===== src/rtl/seq_display_scheduler.sv =====
// Display scheduler for the sequence detector.
// Three requesters share one 7-segment display: a detection hit, an on-demand
// "show hit count" request, and idle. Hits take priority and restart their hold.
// A show request that arrives during a hit is remembered and served afterwards.
// A hit counter is shown in COUNT mode as one hex digit.
`timescale 1ns/1ps
module seq_display_scheduler #(
  parameter int HOLD_CYCLES = 10_000_000,
  parameter int CNT_W       = 4
) (
  input  logic             clk,
  input  logic             rst,
  input  logic             det_evt,
  input  logic             show_req,
  input  logic             clr_cnt,
  output logic             show_ack,
  output logic [7:0]       seg,
  output logic             busy,
  output logic [CNT_W-1:0] hit_cnt
);

  localparam int TW = (HOLD_CYCLES > 1) ? $clog2(HOLD_CYCLES) : 1;
  localparam logic [TW-1:0] HOLD_LAST = TW'(HOLD_CYCLES - 1);

  localparam logic [7:0] SEG_IDLE = 8'h40;
  localparam logic [7:0] SEG_HIT  = 8'hFF;

  typedef enum logic [1:0] {
    IDLE  = 2'd0,
    HIT   = 2'd1,
    COUNT = 2'd2
  } state_t;

  state_t          state;
  logic [TW-1:0]   timer;
  logic            pend;
  logic [CNT_W-1:0] cnt_next;
  logic [3:0]      digit_next;

  // Hex digit to segment pattern, bit 0 = a .. bit 6 = g, dp off.
  function automatic logic [7:0] hex7(input logic [3:0] d);
    logic [7:0] s;
    case (d)
      4'h0: s = 8'h3F;
      4'h1: s = 8'h06;
      4'h2: s = 8'h5B;
      4'h3: s = 8'h4F;
      4'h4: s = 8'h66;
      4'h5: s = 8'h6D;
      4'h6: s = 8'h7D;
      4'h7: s = 8'h07;
      4'h8: s = 8'h7F;
      4'h9: s = 8'h6F;
      4'hA: s = 8'h77;
      4'hB: s = 8'h7C;
      4'hC: s = 8'h39;
      4'hD: s = 8'h5E;
      4'hE: s = 8'h79;
      4'hF: s = 8'h71;
      default: s = 8'h00;
    endcase
    return s;
  endfunction

  // Next hit count: clear wins over the old value, a same-cycle hit still counts.
  always_comb begin
    cnt_next = hit_cnt;
    if (clr_cnt) begin
      cnt_next = det_evt ? CNT_W'(1) : CNT_W'(0);
    end else if (det_evt) begin
      cnt_next = hit_cnt + CNT_W'(1);
    end else begin
      cnt_next = hit_cnt;
    end
    digit_next = 4'(cnt_next);
  end

  // Display FSM with hold timer, pending show request and registered outputs.
  // COUNT uses the next count so the shown digit always matches hit_cnt.
  always_ff @(posedge clk) begin
    if (rst) begin
      state    <= IDLE;
      timer    <= '0;
      pend     <= 1'b0;
      seg      <= SEG_IDLE;
      busy     <= 1'b0;
      show_ack <= 1'b0;
      hit_cnt  <= '0;
    end else begin
      hit_cnt  <= cnt_next;
      show_ack <= 1'b0;
      if (det_evt) begin
        state <= HIT;
        timer <= HOLD_LAST;
        pend  <= pend | show_req;
        seg   <= SEG_HIT;
        busy  <= 1'b1;
      end else begin
        case (state)
          IDLE: begin
            if (show_req || pend) begin
              state    <= COUNT;
              timer    <= HOLD_LAST;
              pend     <= 1'b0;
              show_ack <= 1'b1;
              seg      <= hex7(digit_next);
              busy     <= 1'b1;
            end else begin
              seg  <= SEG_IDLE;
              busy <= 1'b0;
            end
          end
          HIT: begin
            if (timer == '0) begin
              if (pend || show_req) begin
                state    <= COUNT;
                timer    <= HOLD_LAST;
                pend     <= 1'b0;
                show_ack <= 1'b1;
                seg      <= hex7(digit_next);
                busy     <= 1'b1;
              end else begin
                state <= IDLE;
                seg   <= SEG_IDLE;
                busy  <= 1'b0;
              end
            end else begin
              timer <= timer - TW'(1);
              pend  <= pend | show_req;
            end
          end
          COUNT: begin
            // Show requests during COUNT are ignored; the digit tracks clears.
            if (timer == '0) begin
              state <= IDLE;
              seg   <= SEG_IDLE;
              busy  <= 1'b0;
            end else begin
              timer <= timer - TW'(1);
              seg   <= hex7(digit_next);
            end
          end
          default: begin
            state <= IDLE;
            timer <= '0;
            pend  <= 1'b0;
            seg   <= SEG_IDLE;
            busy  <= 1'b0;
          end
        endcase
      end
    end
  end

endmodule


===== config.mk =====
export PLATFORM = sky130hd
export DESIGN_NAME = seq_display_scheduler
export DESIGN_NICKNAME = d
export VERILOG_FILES = /design/src/rtl/seq_display_scheduler.sv
export SDC_FILE = /design/constraint.sdc
export NUM_CORES = 1
export LEC_CHECK = 0
export CORE_MARGIN = 1.5
export CORE_UTILIZATION = 30
export CTS_CLUSTER_DIAMETER = 100
export DETAILED_ROUTE_END_ITERATION = 7
export MAX_ROUTING_LAYER = met4
export PLACE_DENSITY = 0.51
export SLEW_MARGIN = 20
export SYNTH_ARGS = -nofsm -noshare
export SYNTH_HDL_FRONTEND = slang
export SYNTH_SLANG_ARGS = --single-unit

===== constraint.sdc =====
create_clock -name clk -period 7.2 [get_ports clk]
set_clock_uncertainty 0.2 [all_clocks]
set_input_delay 1.8 -clock clk [delete_from_list [all_inputs] [get_ports clk]]
set_output_delay 1.8 -clock clk [all_outputs]
set_load 0.05 [all_outputs]

==> impl_metrics.tcl <==
set metrics [dict create \
    status "finished, final reports clean" \
    hold_violations 0 \
    cts_sinks 41 \
    fin_util_pct 36.4 \
    first_iter_violations 155 \
    crit_type "input port to register" \
    start_kind "input port" \
    tightest_slew_ns 1.01 \
    tritoncts "yes" \
    route.detailed.drc 0 \
    portBuffers 18 \
    hold_buffers 0 \
    placed_area_um2 2740 \
    design_area_um2 2860 \
    cts-root-buf "clkbuf_8" \
    maxCapViolCount 0 \
    die_h_um 93.8 \
    mostFrequentLayoutCells "dfxtp_1 (41), nor2_1 (34), a21oi_1 (33)" \
    area_delta_synth_final_pct 15.4 \
    ys_seq_area_share_pct 33.2 \
    layout_commonest_cell "dfxtp_1" \
    grt-ovfl-total 0 \
    synth.top_cell.area_share_pct 33.2 \
    yosys_most_used_dff "dfxtp_1" \
    critPathArrivalTime_ns 4.51 \
    ys_top_cells_by_area "dfxtp_1 (33%), a21oi_1 (6.9%), nor2_1 (5.2%), ha_1 (4.6%), nor3_1 (3.4%)" \
    r2r_start "timer[0]" \
    post-cts-setup-buffers 0 \
    met3_length_um 242 \
    async_flop_share_pct 0 \
    hp-start "timer[17]" \
    critical_path_required_ns 7.23 \
    post-route-period-util_pct 62.2 \
    grt_usage_pct 16.3 \
    clk_path_buf_depth 2 \
    drive_above_1_share_pct 8.49 \
    highest_layer "met4" \
    reg2reg_to "timer[8]" \
    grt_pass1_vias 2128 \
    finalCriticalPeriod_ns 4.48 \
    power.density_nw_per_um2 204 \
    rows 32 \
    grt_max_degree 26 \
    rrSetupSlack_ns 3.64 \
    n_antenna_cell 0 \
    grt_pass1_wl_um 11100 \
    ys_types 56 \
    ant_nets 0 \
    synthesis.area_um2 2470 \
    cp-end-kind "register" \
    slew_violations 0 \
    synth-seq-cells 41 \
    rsz0062_at_grt "no" \
    wl_met2_um 3010 \
    tns_ns 0 \
    vias_per_cell 5.57 \
    nets 331 \
    r2r_cells 8 \
    num_vias 2340 \
    instances_no_fill 420 \
    synth_cells 305 \
    hold_depth 1 \
    synth_edf_count 0 \
    nFillCells 849 \
    numCtsBuffers 5 \
    antenna_found_initial 0 \
    first_pass_iters 4 \
    fmax_ghz 0.223 \
    setup_viol 0 \
    cts_resized 0 \
    holdPathEnd "timer[17]" \
    htreeDepth 2 \
    core-area_um2 7850 \
    dieArea_um2 8800 \
    post-place-cells 412 \
    multi_input_area_um2 1560 \
    regArea_um2 821 \
    slew_headroom_pct 32.6 \
    syn_area_per_cell_um2 8.11 \
    synth_top_area_cell "dfxtp_1" \
    vdd_drop_max_v 0.0000843 \
    pin_count 19 \
    power_uw 583 \
    syn_nets 319 \
    start_util_pct 31.5 \
    globalplace.congestion 0.847 \
    p_leak_uw 0.00101 \
    yosysWarnings 0 \
    clk_pin_slew_worst_paths_ns 0.08 \
    die_w_um 93.8 \
    worstPathMaxFanout 23 \
    wl_um 6600 \
    wl_per_cell_um 15.7 \
    dp.final_hpwl_um 4580 \
    wl_met1_um 3260 \
    clk_latency_ns 0.30 \
    hold_path_class "register to register" \
]
## cells by family (layout without fill, tap and decap cells)
logic type / after synthesis / after routing / share of synthesized area [%]
buffers and inverters: 24 / 37 / 4.20
muxes: 7 / 7 / 3.03
adders and majority gates: 10 / 10 / 4.95
DFF: 41 / 41 / 33.2
AOI/OAI and AO/OA: 99 / 99 / 27.9
and+or+nand+nor: 121 / 121 / 25.7
xor gates and xnor gates: 3 / 3 / 1.06
## synth_stat cells (all sizes together) (2+ instances only)
| cell type | instances |
|---|---|
| nor2b | 5 |
| nor3b | 2 |
| mux2i | 3 |
| dfxtp | 41 |
| a31oi | 6 |
| nand3 | 10 |
| inv | 8 |
| a211oi | 3 |
| o211ai | 2 |
| a221oi | 4 |
| or4 | 5 |
| a21oi | 35 |
| o21bai | 4 |
| buf | 6 |
| o41ai | 2 |
| o31ai | 8 |
| nand3b | 2 |
| or3 | 3 |
| a311oi | 9 |
| xnor2 | 3 |
| nor4 | 9 |
| or4b | 2 |
| mux2 | 4 |
| nand4 | 3 |
| and2 | 3 |
| nor2 | 34 |
| ha | 9 |
| nor4b | 2 |
| nor3 | 17 |
| o311ai | 4 |
| clkbuf | 10 |
| or2 | 2 |
| o21ai | 11 |
| nand2 | 20 |
## worst max-delay path, stage by stage
cell             delay (ns)
clkdlybuf4s50_1        0.90
xnor2_1                0.72
inv_1                  0.16
ha_1                   0.26
and2_1                 0.14
a221oi_1               0.25
nand3_1                0.12
a21oi_1                0.16
## stage by stage
step | hold slack (ns) | setup slack (ns)
floorplan | 0.240 | 3.63
global placement | 0.263 | 2.52
detailed placement | 0.266 | 2.42
CTS | 0.278 | 2.74
global route | 0.318 | 2.40
finish | 0.275 | 2.72
## state kept, by name, indices dropped and copies added (netlist names)
| register | flops |
|---|---|
| hit_cnt | 4 |
| busy | 1 |
| seg | 8 |
| timer | 24 |
| pend | 1 |
| show_ack | 1 |
| state | 2 |
## routing by layer
layer	GRT usage (%)	vias up
met5	-	-
met4	4.98	0
met3	2.75	7
met2	24.9	46
met1	22.1	1098
li1	-	1189
## cell type report
| type | count | area share (%) |
|---|---|---|
| multi-input combinational | 240 | 54.6 |
| sequential | 41 | 28.7 |
| timing repair buffer | 21 | 7.10 |
| tap | 102 | 4.47 |
| clock buffer | 7 | 3.02 |
| clock inverter | 1 | 1.05 |
| inverter | 8 | 1.05 |
## power by group
part,internal [uW],switching [uW]
combinational,46.2,82.2
clock,113,83.8
sequential,241,17.2
total,400,183
## worst max path at each step
stage / slack (ns) / endpoint / from
2_1_floorplan: 3.63 / seg[3] / det_evt
3_3_place_gp: 2.52 / seg[3] / det_evt
3_5_place_dp: 2.42 / seg[3] / det_evt
4_1_cts: 2.74 / seg[3] / det_evt
5_1_grt: 2.40 / seg[3] / det_evt
6_report: 2.72 / seg[3] / det_evt
Note: power is estimated with default switching activity, not from simulation.
